[src/rtl/ysyx_040750_ex_mem_reg_if.sv]
// EX/MEM boundary bundle: EX-side offer, MEM-side head view, forwarding view and stall counter.
// The register block takes the slave side; the EX/MEM environment takes the master side.
interface ysyx_040750_ex_mem_reg_if #(
    parameter int CTRL_W = 16,
    parameter int RD_W   = 5
);
    logic              I_flush;
    logic              I_ex_valid;
    logic              I_ex_result_valid;
    logic [63:0]       I_ex_result;
    logic [63:0]       I_ex_store_data;
    logic [63:0]       I_ex_pc;
    logic [RD_W-1:0]   I_ex_rd;
    logic              I_ex_rd_wen;
    logic [CTRL_W-1:0] I_ex_ctrl;
    logic              O_ex_ready;
    logic              O_mem_valid;
    logic              I_mem_ready;
    logic [63:0]       O_mem_result;
    logic [63:0]       O_mem_store_data;
    logic [63:0]       O_mem_pc;
    logic [RD_W-1:0]   O_mem_rd;
    logic              O_mem_rd_wen;
    logic [CTRL_W-1:0] O_mem_ctrl;
    logic              O_fwd_valid;
    logic [RD_W-1:0]   O_fwd_rd;
    logic [63:0]       O_fwd_data;
    logic [31:0]       O_stall_cnt;

    modport slave (
        input  I_flush, I_ex_valid, I_ex_result_valid, I_ex_result, I_ex_store_data,
               I_ex_pc, I_ex_rd, I_ex_rd_wen, I_ex_ctrl, I_mem_ready,
        output O_ex_ready, O_mem_valid, O_mem_result, O_mem_store_data, O_mem_pc,
               O_mem_rd, O_mem_rd_wen, O_mem_ctrl, O_fwd_valid, O_fwd_rd, O_fwd_data,
               O_stall_cnt
    );

    modport master (
        output I_flush, I_ex_valid, I_ex_result_valid, I_ex_result, I_ex_store_data,
               I_ex_pc, I_ex_rd, I_ex_rd_wen, I_ex_ctrl, I_mem_ready,
        input  O_ex_ready, O_mem_valid, O_mem_result, O_mem_store_data, O_mem_pc,
               O_mem_rd, O_mem_rd_wen, O_mem_ctrl, O_fwd_valid, O_fwd_rd, O_fwd_data,
               O_stall_cnt
    );
endinterface

[src/rtl/ysyx_040750_ex_mem_reg.sv]
// EX/MEM pipeline register built as a 2-entry skid buffer (head H, skid S).
// EX ready comes straight from a flop, so MEM backpressure never reaches the ALU combinationally.
module ysyx_040750_ex_mem_reg #(
    parameter int CTRL_W = 16,
    parameter int RD_W   = 5
) (
    input logic                      I_sys_clk,
    input logic                      I_rst,
    ysyx_040750_ex_mem_reg_if.slave  bus
);
    typedef struct packed {
        logic [63:0]       result;
        logic [63:0]       store_data;
        logic [63:0]       pc;
        logic [RD_W-1:0]   rd;
        logic              rd_wen;
        logic [CTRL_W-1:0] ctrl;
    } ent_t;

    ent_t        h_q, h_d, s_q, s_d, in_ent;
    logic        h_vld_q, h_vld_d, s_vld_q, s_vld_d;
    logic [31:0] stall_cnt_q, stall_cnt_d;
    logic        acc, drn, stall;

    always_comb begin
        in_ent.result     = bus.I_ex_result;
        in_ent.store_data = bus.I_ex_store_data;
        in_ent.pc         = bus.I_ex_pc;
        in_ent.rd         = bus.I_ex_rd;
        in_ent.rd_wen     = bus.I_ex_rd_wen;
        in_ent.ctrl       = bus.I_ex_ctrl;
    end

    assign acc   = bus.I_ex_valid & bus.I_ex_result_valid & ~s_vld_q;
    assign drn   = h_vld_q & bus.I_mem_ready;
    assign stall = bus.I_ex_valid & bus.I_ex_result_valid & s_vld_q;

    always_comb begin
        h_d         = h_q;
        s_d         = s_q;
        h_vld_d     = h_vld_q;
        s_vld_d     = s_vld_q;
        stall_cnt_d = stall_cnt_q;
        if (stall && stall_cnt_q != 32'hFFFF_FFFF)
            stall_cnt_d = stall_cnt_q + 32'd1;
        // Flush only kills the valid bits; stale payload is harmless behind them.
        if (bus.I_flush) begin
            h_vld_d = 1'b0;
            s_vld_d = 1'b0;
        end else if (!h_vld_q) begin
            if (acc) begin
                h_d     = in_ent;
                h_vld_d = 1'b1;
            end
        end else if (!s_vld_q) begin
            if (acc && drn) begin
                h_d = in_ent;
            end else if (acc) begin
                s_d     = in_ent;
                s_vld_d = 1'b1;
            end else if (drn) begin
                h_vld_d = 1'b0;
            end
        end else if (drn) begin
            h_d     = s_q;
            s_vld_d = 1'b0;
        end
    end

    always_ff @(posedge I_sys_clk) begin
        if (I_rst) begin
            h_q         <= '0;
            s_q         <= '0;
            h_vld_q     <= 1'b0;
            s_vld_q     <= 1'b0;
            stall_cnt_q <= 32'd0;
        end else begin
            h_q         <= h_d;
            s_q         <= s_d;
            h_vld_q     <= h_vld_d;
            s_vld_q     <= s_vld_d;
            stall_cnt_q <= stall_cnt_d;
        end
    end

    assign bus.O_ex_ready       = ~s_vld_q;
    assign bus.O_mem_valid      = h_vld_q;
    assign bus.O_mem_result     = h_q.result;
    assign bus.O_mem_store_data = h_q.store_data;
    assign bus.O_mem_pc         = h_q.pc;
    assign bus.O_mem_rd         = h_q.rd;
    assign bus.O_mem_rd_wen     = h_q.rd_wen;
    assign bus.O_mem_ctrl       = h_q.ctrl;
    assign bus.O_fwd_valid      = h_vld_q & h_q.rd_wen & (h_q.rd != '0);
    assign bus.O_fwd_rd         = h_q.rd;
    assign bus.O_fwd_data       = h_q.result;
    assign bus.O_stall_cnt      = stall_cnt_q;
endmodule

[src/flat_wrapper.sv]
// flat-port wrapper written by rule: the top's interface ports become plain ports
module ysyx_040750_ex_mem_reg_flat 
#(
    parameter int CTRL_W = 16,
    parameter int RD_W   = 5
)
  (I_sys_clk, I_rst, bus_I_flush, bus_I_ex_valid, bus_I_ex_result_valid, bus_I_ex_result, bus_I_ex_store_data, bus_I_ex_pc, bus_I_ex_rd, bus_I_ex_rd_wen, bus_I_ex_ctrl, bus_I_mem_ready, bus_O_ex_ready, bus_O_mem_valid, bus_O_mem_result, bus_O_mem_store_data, bus_O_mem_pc, bus_O_mem_rd, bus_O_mem_rd_wen, bus_O_mem_ctrl, bus_O_fwd_valid, bus_O_fwd_rd, bus_O_fwd_data, bus_O_stall_cnt);
  ysyx_040750_ex_mem_reg_if #(.CTRL_W(CTRL_W), .RD_W(RD_W)) bus_i ();
  input logic I_sys_clk;
  input logic I_rst;
  input wire logic [$bits(bus_i.I_flush)-1:0] bus_I_flush;
  input wire logic [$bits(bus_i.I_ex_valid)-1:0] bus_I_ex_valid;
  input wire logic [$bits(bus_i.I_ex_result_valid)-1:0] bus_I_ex_result_valid;
  input wire logic [$bits(bus_i.I_ex_result)-1:0] bus_I_ex_result;
  input wire logic [$bits(bus_i.I_ex_store_data)-1:0] bus_I_ex_store_data;
  input wire logic [$bits(bus_i.I_ex_pc)-1:0] bus_I_ex_pc;
  input wire logic [$bits(bus_i.I_ex_rd)-1:0] bus_I_ex_rd;
  input wire logic [$bits(bus_i.I_ex_rd_wen)-1:0] bus_I_ex_rd_wen;
  input wire logic [$bits(bus_i.I_ex_ctrl)-1:0] bus_I_ex_ctrl;
  input wire logic [$bits(bus_i.I_mem_ready)-1:0] bus_I_mem_ready;
  output wire logic [$bits(bus_i.O_ex_ready)-1:0] bus_O_ex_ready;
  output wire logic [$bits(bus_i.O_mem_valid)-1:0] bus_O_mem_valid;
  output wire logic [$bits(bus_i.O_mem_result)-1:0] bus_O_mem_result;
  output wire logic [$bits(bus_i.O_mem_store_data)-1:0] bus_O_mem_store_data;
  output wire logic [$bits(bus_i.O_mem_pc)-1:0] bus_O_mem_pc;
  output wire logic [$bits(bus_i.O_mem_rd)-1:0] bus_O_mem_rd;
  output wire logic [$bits(bus_i.O_mem_rd_wen)-1:0] bus_O_mem_rd_wen;
  output wire logic [$bits(bus_i.O_mem_ctrl)-1:0] bus_O_mem_ctrl;
  output wire logic [$bits(bus_i.O_fwd_valid)-1:0] bus_O_fwd_valid;
  output wire logic [$bits(bus_i.O_fwd_rd)-1:0] bus_O_fwd_rd;
  output wire logic [$bits(bus_i.O_fwd_data)-1:0] bus_O_fwd_data;
  output wire logic [$bits(bus_i.O_stall_cnt)-1:0] bus_O_stall_cnt;
  assign bus_i.I_flush = bus_I_flush;
  assign bus_i.I_ex_valid = bus_I_ex_valid;
  assign bus_i.I_ex_result_valid = bus_I_ex_result_valid;
  assign bus_i.I_ex_result = bus_I_ex_result;
  assign bus_i.I_ex_store_data = bus_I_ex_store_data;
  assign bus_i.I_ex_pc = bus_I_ex_pc;
  assign bus_i.I_ex_rd = bus_I_ex_rd;
  assign bus_i.I_ex_rd_wen = bus_I_ex_rd_wen;
  assign bus_i.I_ex_ctrl = bus_I_ex_ctrl;
  assign bus_i.I_mem_ready = bus_I_mem_ready;
  assign bus_O_ex_ready = bus_i.O_ex_ready;
  assign bus_O_mem_valid = bus_i.O_mem_valid;
  assign bus_O_mem_result = bus_i.O_mem_result;
  assign bus_O_mem_store_data = bus_i.O_mem_store_data;
  assign bus_O_mem_pc = bus_i.O_mem_pc;
  assign bus_O_mem_rd = bus_i.O_mem_rd;
  assign bus_O_mem_rd_wen = bus_i.O_mem_rd_wen;
  assign bus_O_mem_ctrl = bus_i.O_mem_ctrl;
  assign bus_O_fwd_valid = bus_i.O_fwd_valid;
  assign bus_O_fwd_rd = bus_i.O_fwd_rd;
  assign bus_O_fwd_data = bus_i.O_fwd_data;
  assign bus_O_stall_cnt = bus_i.O_stall_cnt;
  ysyx_040750_ex_mem_reg #(.CTRL_W(CTRL_W), .RD_W(RD_W)) u_core (.I_sys_clk(I_sys_clk), .I_rst(I_rst), .bus(bus_i));
endmodule
[config.mk]
export PLATFORM = sky130hd
export DESIGN_NAME = ysyx_040750_ex_mem_reg_flat
export DESIGN_NICKNAME = d
export VERILOG_FILES = /design/src/rtl/ysyx_040750_ex_mem_reg_if.sv /design/src/rtl/ysyx_040750_ex_mem_reg.sv /design/src/flat_wrapper.sv
export SDC_FILE = /design/constraint.sdc
export NUM_CORES = 1
export LEC_CHECK = 0
export BUFFER_PORTS_ARGS = -buffer_cell sky130_fd_sc_hd__buf_2
export CAP_MARGIN = 20
export CORE_AREA = 5 5 206 208
export CTS_CLUSTER_DIAMETER = 40
export DETAILED_ROUTE_END_ITERATION = 7
export DIE_AREA = 0 0 211 213
export GPL_ROUTABILITY_DRIVEN = 0
export GPL_TIMING_DRIVEN = 0
export HOLD_SLACK_MARGIN = 0.08
export PLACE_DENSITY_LB_ADDON = 0.25
export RECOVER_POWER = 50
export SYNTH_ARGS = -nofsm -noshare
export SYNTH_HDL_FRONTEND = slang
export SYNTH_SLANG_ARGS = --single-unit
export TNS_END_PERCENT = 10
[constraint.sdc]
create_clock -name I_sys_clk -period 5.1 [get_ports I_sys_clk]
set_input_delay 0.255 -clock I_sys_clk [delete_from_list [all_inputs] [get_ports I_sys_clk]]
set_output_delay 0.255 -clock I_sys_clk [all_outputs]
set_load 0.02 [all_outputs]
# == Word-level counts from Yosys, hierarchy flattened ==
# Index checks and enable logic that the tools add are counted.
# W data, S select, Z words.
# totals
regBits,462
latch_bits,0
mem_bits_rw,0
rom_bits,0
inputBits,220
out_inout_bits,318
word_cells,48
mem_count,0
# op_classes
add_sub_neg,1
multipliers,0
div_mod_pow,0
order_cmp,0
n_eq_ne,3
shift,0
muxes,13
bitwise,9
reduce_logical,7
# ops
cell,n
$mux W214,5
$add A32 B1 Y32 const B,1
$ne A32 B32 Y1 const B,1
$mux W1,8
$and A1 B1 Y1,6
$ne A3 B3 Y1 const B,2
$reduce_and A5 Y1,1
$reduce_bool A5 Y1,1
$reduce_and A4 Y1,1
$not A1 Y1,3
$logic_and A1 B1 Y1,2
$reduce_bool A2 Y1,1
$reduce_or A2 Y1,1

# == Depth between registers and ports, before layout ==
# logic_depth
ltp_word,6
mapped_depth,9
ltp_nobuf,6

# == Worst setup path before layout ==
# OpenSTA, ideal clock, no wires.
# synth_path
path_kind,register to register
from,register u_core.stall_cnt_q[0] (netlist: u_core.bus.O_stall_cnt[0])
to,register u_core.stall_cnt_q[30] (netlist: u_core.bus.O_stall_cnt[30])
setup_ns,0.070
arrival_time_ns,2.551
required_ns,5.030
setup_slack_ns,2.479
stages_incl_launch_ff,9
path_buffers,2
synth_period_minus_slack_ns,2.621
cell_sequence,dfxtp_1 > ha_1 > nand3_1 > or3_1 > buf_2 > or4_1 > buf_2 > or4_1 > a21oi_1
# synth_via
elab_chain_len,2
elab_cells_between_ends,3
cone_classes,add/sub (1); eq/ne (1); reduce/logical (1)
# synth_rtl
item,line_no,source
"start, declared",ysyx_040750_ex_mem_reg.sv:22,"logic [31:0] stall_cnt_q, stall_cnt_d;"
"start signal, assigned",ysyx_040750_ex_mem_reg.sv:82,stall_cnt_q <= stall_cnt_d;
"parallel branches: the longest is 2 deep, another holds $add A32 B1 Y32",n/a,
# Several ways; the timed one is not identified.
# A chain may end at the register's enable or synchronous reset.

# == Worst setup path in the final report ==
# layout_path
from,register u_core.h_vld_q (netlist: u_core.bus.O_mem_valid)
to,register u_core.h_q (netlist bit u_core.bus.O_mem_store_data[14])
# layout_via
elab_chain_len,4
elab_cells_between_ends,7
cone_classes,eq/ne (2); mux (1); bitwise (1); reduce/logical (3)
# layout_rtl
item,line_no,source
"start, declared",ysyx_040750_ex_mem_reg.sv:21,"logic h_vld_q, h_vld_d, s_vld_q, s_vld_d;"
"start signal, assigned",ysyx_040750_ex_mem_reg.sv:80,h_vld_q <= h_vld_d;
$and A1 B1 Y1,ysyx_040750_ex_mem_reg.sv:35,assign drn = h_vld_q & bus.I_mem_ready;
$logic_and A1 B1 Y1,ysyx_040750_ex_mem_reg.sv:56,if (acc && drn) begin
$ne A3 B3 Y1 (no source line),n/a,
$reduce_and A4 Y1 (no source line),n/a,
"end signal, assigned",ysyx_040750_ex_mem_reg.sv:72,h_q <= '0;
"end signal, assigned",ysyx_040750_ex_mem_reg.sv:78,h_q <= h_d;
"end, declared",ysyx_040750_ex_mem_reg.sv:20,"ent_t h_q, h_d, s_q, s_d, in_ent;"
# Several ways; a longest one is shown, not always the timed one.

==> metrics.md <==
| Metric | Value |
|---|---|
| Status | complete, no violations |
| I/O pin count | 538 |
| Leakage | 9.60 nW |
| Yosys warns | 0 |
| Via count | 20700 |
| Final WS setup | 1720 ps |
| Final setup viols | 0 |
| DP HPWL | 51100 um |
| Fmax | 0.296 GHz |
| CP Data Arrival Time | 3830 ps |
| Pin count of the biggest net entering global routing | 15 |
| Tcrit/Tclk final | 66.3% |
| WS Path Type | flip-flop to flip-flop |
| R2R depth | 8 |
| Worst Path Required | 5550 ps |
| GR Util All Layers | 30.1% |
| Post-DR wirelength/cell | 18.6 um |
| Crit-path max cell delay | 740 ps |
| Drc violations | 0 |
| Worst-path cell chain | and2_1 > clkbuf_1 > o211a_1 > clkbuf_1 > clkbuf_1 > buf_1 > nor2_1 > a311oi_1 |
| Pins Over Slew Limit | 0 |
| Clock transition at path regs | 60 ps |
| Net count reported at finish | 3459 |
| First-pass GRT wire length | 109000 um |
| RSZ-0062 raised after global routing | no |
| Top cells by area, synth | dfxtp_1 (50%), nand2_1 (18%), a311oi_1 (10%), a21oi_1 (6.5%), nor2_1 (4.7%) |
| Post-synthesis mux area share | 0.182% |
| Largest area contributor in the netlist | dfxtp_1 |
| Cell count after synthesis | 2413 |
| Width of the die | 211 um |
| Port Buffers | 536 |
| Max Buffers Root-to-Sink | 3 |
| Starting density of the core | 46.1% |
| Cell area power density | 366 mW/mm^2 |
| Count leader, synth | nand2_1 |
| Worst rel slew slack | 34.1% |
| Via/cell ratio | 5.39 |
| Ratio of cells with drive above 1 in the final layout | 12.6% |
| Slowest CP cell | clkbuf_1 |
| Core footprint | 0.0404 mm^2 |
| Post-Syn Area per Cell | 7.71 um^2 |
| Site row count | 74 |
| Post-Route Setup TNS | 0 ps |
| Number of gates resized after CTS | 0 |
| Cell area after synthesis | 0.0186 mm^2 |
| CTS tree | yes |
| Worst min-delay path class | primary input to flip-flop |
| CTS H-tree lvls | 3 |
| Slew @ Worst Pin | 989 ps |
| Synth cell types | 43 |
| Share of the synthesized area in the top cell type | 49.7% |
| Total Wirelength | 71400 um |
| Tot Pwr | 9.59 mW |
| Hold WS | 167 ps |
| GRT Residual Overflow | 0 |
| DRT antenna net count | 0 |
| Layout area overhead | 40.8% |
| Post-layout minimum cycle time | 3380 ps |
| FF+latch count, synth | 462 |
| Worst IR Drop VDD | 283 uV |
| DIE AREA | 0.0449 mm^2 |
| Post-synth EDFFs | 0 |
| Number of global-route vias before repair | 20200 |
| Crit-path max FO | 10 |
| Syn nets | 2634 |
| Most common library cells after synthesis | nand2_1 (869), dfxtp_1 (462), a21oi_1 (240), nor2_1 (232), a311oi_1 (214) |
| 1st-iter DRT viols | 1572 |
| Root buffer cell | clkbuf_16 |
| Most common flop cell mapped by yosys | dfxtp_1 |
| XOR/XNOR share of the synthesized area | 0.235% |
| Top delay family on crit path | buffers and inverters |
| Critical path depth | 8 |
| Post-Synth Simple-Gate Area | 24.8% |
| Clock skew | 17.0 ps |
| Worst path bufs/invs | 4 |
| Final hold vios | 0 |
| DRT Pass-1 Iters | 6 |
| Die Ht | 213 um |
| # clock sinks | 462 |
| CP Capture Type | flip-flop |
| Hold Path Depth | 3 |
| Post-Synth Adder-Cell Area | 0.0673% |
| Cell mode on critical path | clkbuf_1 |
| Seq/Total Area, Yosys | 49.7% |
| Initial antenna violation count | 8 |
| Synth Area in Compound Gates | 17.8% |
| FFs w/ async S/R, synth | 0% |
| Pre-CTS WS | 1800 ps |
| Main combinational cell family by area after synthesis | simple AND/OR/NAND/NOR gates |
| Clock Latency Late Sink | 580 ps |
| TritonCTS Buffers | 68 |
| Startpoint Class | flip-flop |
| Fillers | 3510 |
| Max_cap viols | 0 |
-- worst paths after layout --
kind	slack, ps	endpoint	startpoint
setup / recovery	1720	u_core.bus.O_mem_store_data[14]	u_core.bus.O_mem_valid
hold / removal	170	u_core.bus.O_stall_cnt[25]	I_rst
setup reg to reg	1720	u_core.bus.O_mem_store_data[14]	u_core.bus.O_mem_valid
hold reg to reg	450	u_core.s_q[109]	u_core.s_q[109]
-- cells in the final DEF (no fill, tap or decap), types with 3 or more instances in the layout --
cell and count:
or4_1 17, dfxtp_1 462, mux2_1 3, clkbuf_8 9
inv_8 4, clkinvlp_4 8, dlygate4sd3_1 218, nor4_1 5
nand2_1 869, diode_2 7, a311oi_1 214, xnor2_1 4
o21ai_1 4, o31ai_1 16, inv_6 12, nand3_1 10
inv_1 9, bufinv_16 7, clkinv_2 5, buf_1 7
clkbuf_16 72, and3_1 5, nand4_1 8, buf_2 223
a21oi_1 240, buf_4 69, nor2_1 232, clkbuf_1 515
or3_1 8
-- cells by family (layout without fill, tap and decap cells) --
group	Yosys count	after routing
other	0	7
buffers and inverters	284	1162
AO/OA/AOI/OAI	486	486
multiplexers	3	3
XOR/XNOR	5	5
AND/OR/NAND/NOR	1172	1172
flip-flops	462	462
adder cells (fa/ha/maj)	1	1
-- routing by layer --
| metal | vias up | routed length, um | global-route usage, % | share of wire (%) |
|---|---|---|---|---|
| met2 | 995 | 35000 | 53.3 | 49 |
| met4 | 6 | 3050 | 12.9 | 4.3 |
| met1 | 9663 | 26900 | 34.4 | 38 |
| met3 | 204 | 6360 | 7.95 | 8.9 |
| li1 | 9794 | - | - | - |
| met5 | - | 34 | 0 | 0.048 |
-- worst min-delay path, stage by stage --
cell,delay [ps]
clkbuf_1,180
nor2b_1,140
mux2_1,130
-- cell type report --
| type | instances | area [um^2] | share of cell area [%] |
|---|---|---|---|
| clock inverters | 40 | 499 | 1.91 |
| inverters | 9 | 33.8 | 0.129 |
| multi-input cells | 1667 | 8020 | 30.6 |
| diodes | 7 | 17.5 | 0.0669 |
| plain buffers | 275 | 1300 | 4.96 |
| well taps | 532 | 666 | 2.54 |
| repair buffers | 755 | 4470 | 17.1 |
| clock buffers | 83 | 1930 | 7.38 |
| flip-flops and latches | 462 | 9250 | 35.3 |
-- stage by stage --
stage,util (%),area [um^2],instances
4_1_cts,65.8,26600,3823
2_1_floorplan,-,18600,2413
6_report,64.9,26200,3830
3_5_place_dp,54.4,22000,3482
3_3_place_gp,54.4,21900,3481
5_1_grt,64.8,26200,3828
-- state kept, by name, indices dropped and copies added (netlist names) --
signal                       flops
u_core.bus.O_mem_rd_wen          1
u_core.bus.O_mem_valid           1
u_core.bus.O_mem_store_data     64
u_core.bus.O_fwd_rd              5
u_core.bus.O_mem_pc             64
u_core.bus.O_mem_ctrl           16
u_core.bus.O_fwd_data           64
u_core.s_q                     214
u_core.bus.O_stall_cnt          32
u_core.s_vld_q                   1
-- what timing repair did --
item	in CTS	in global routing
hold endpoints to repair	430	0
hold buffers	218	0
setup endpoints to repair	0	0
buffers inserted	0	0
-- power by group --
part	total, mW	switching (mW)	internal [mW]
Combinational	0.879	0.532	0.347
Sequential	3.77	0.0692	3.71
Clock	4.94	1.83	3.11
Total	9.59	2.43	7.16
Power figures use the tool's default switching activity.
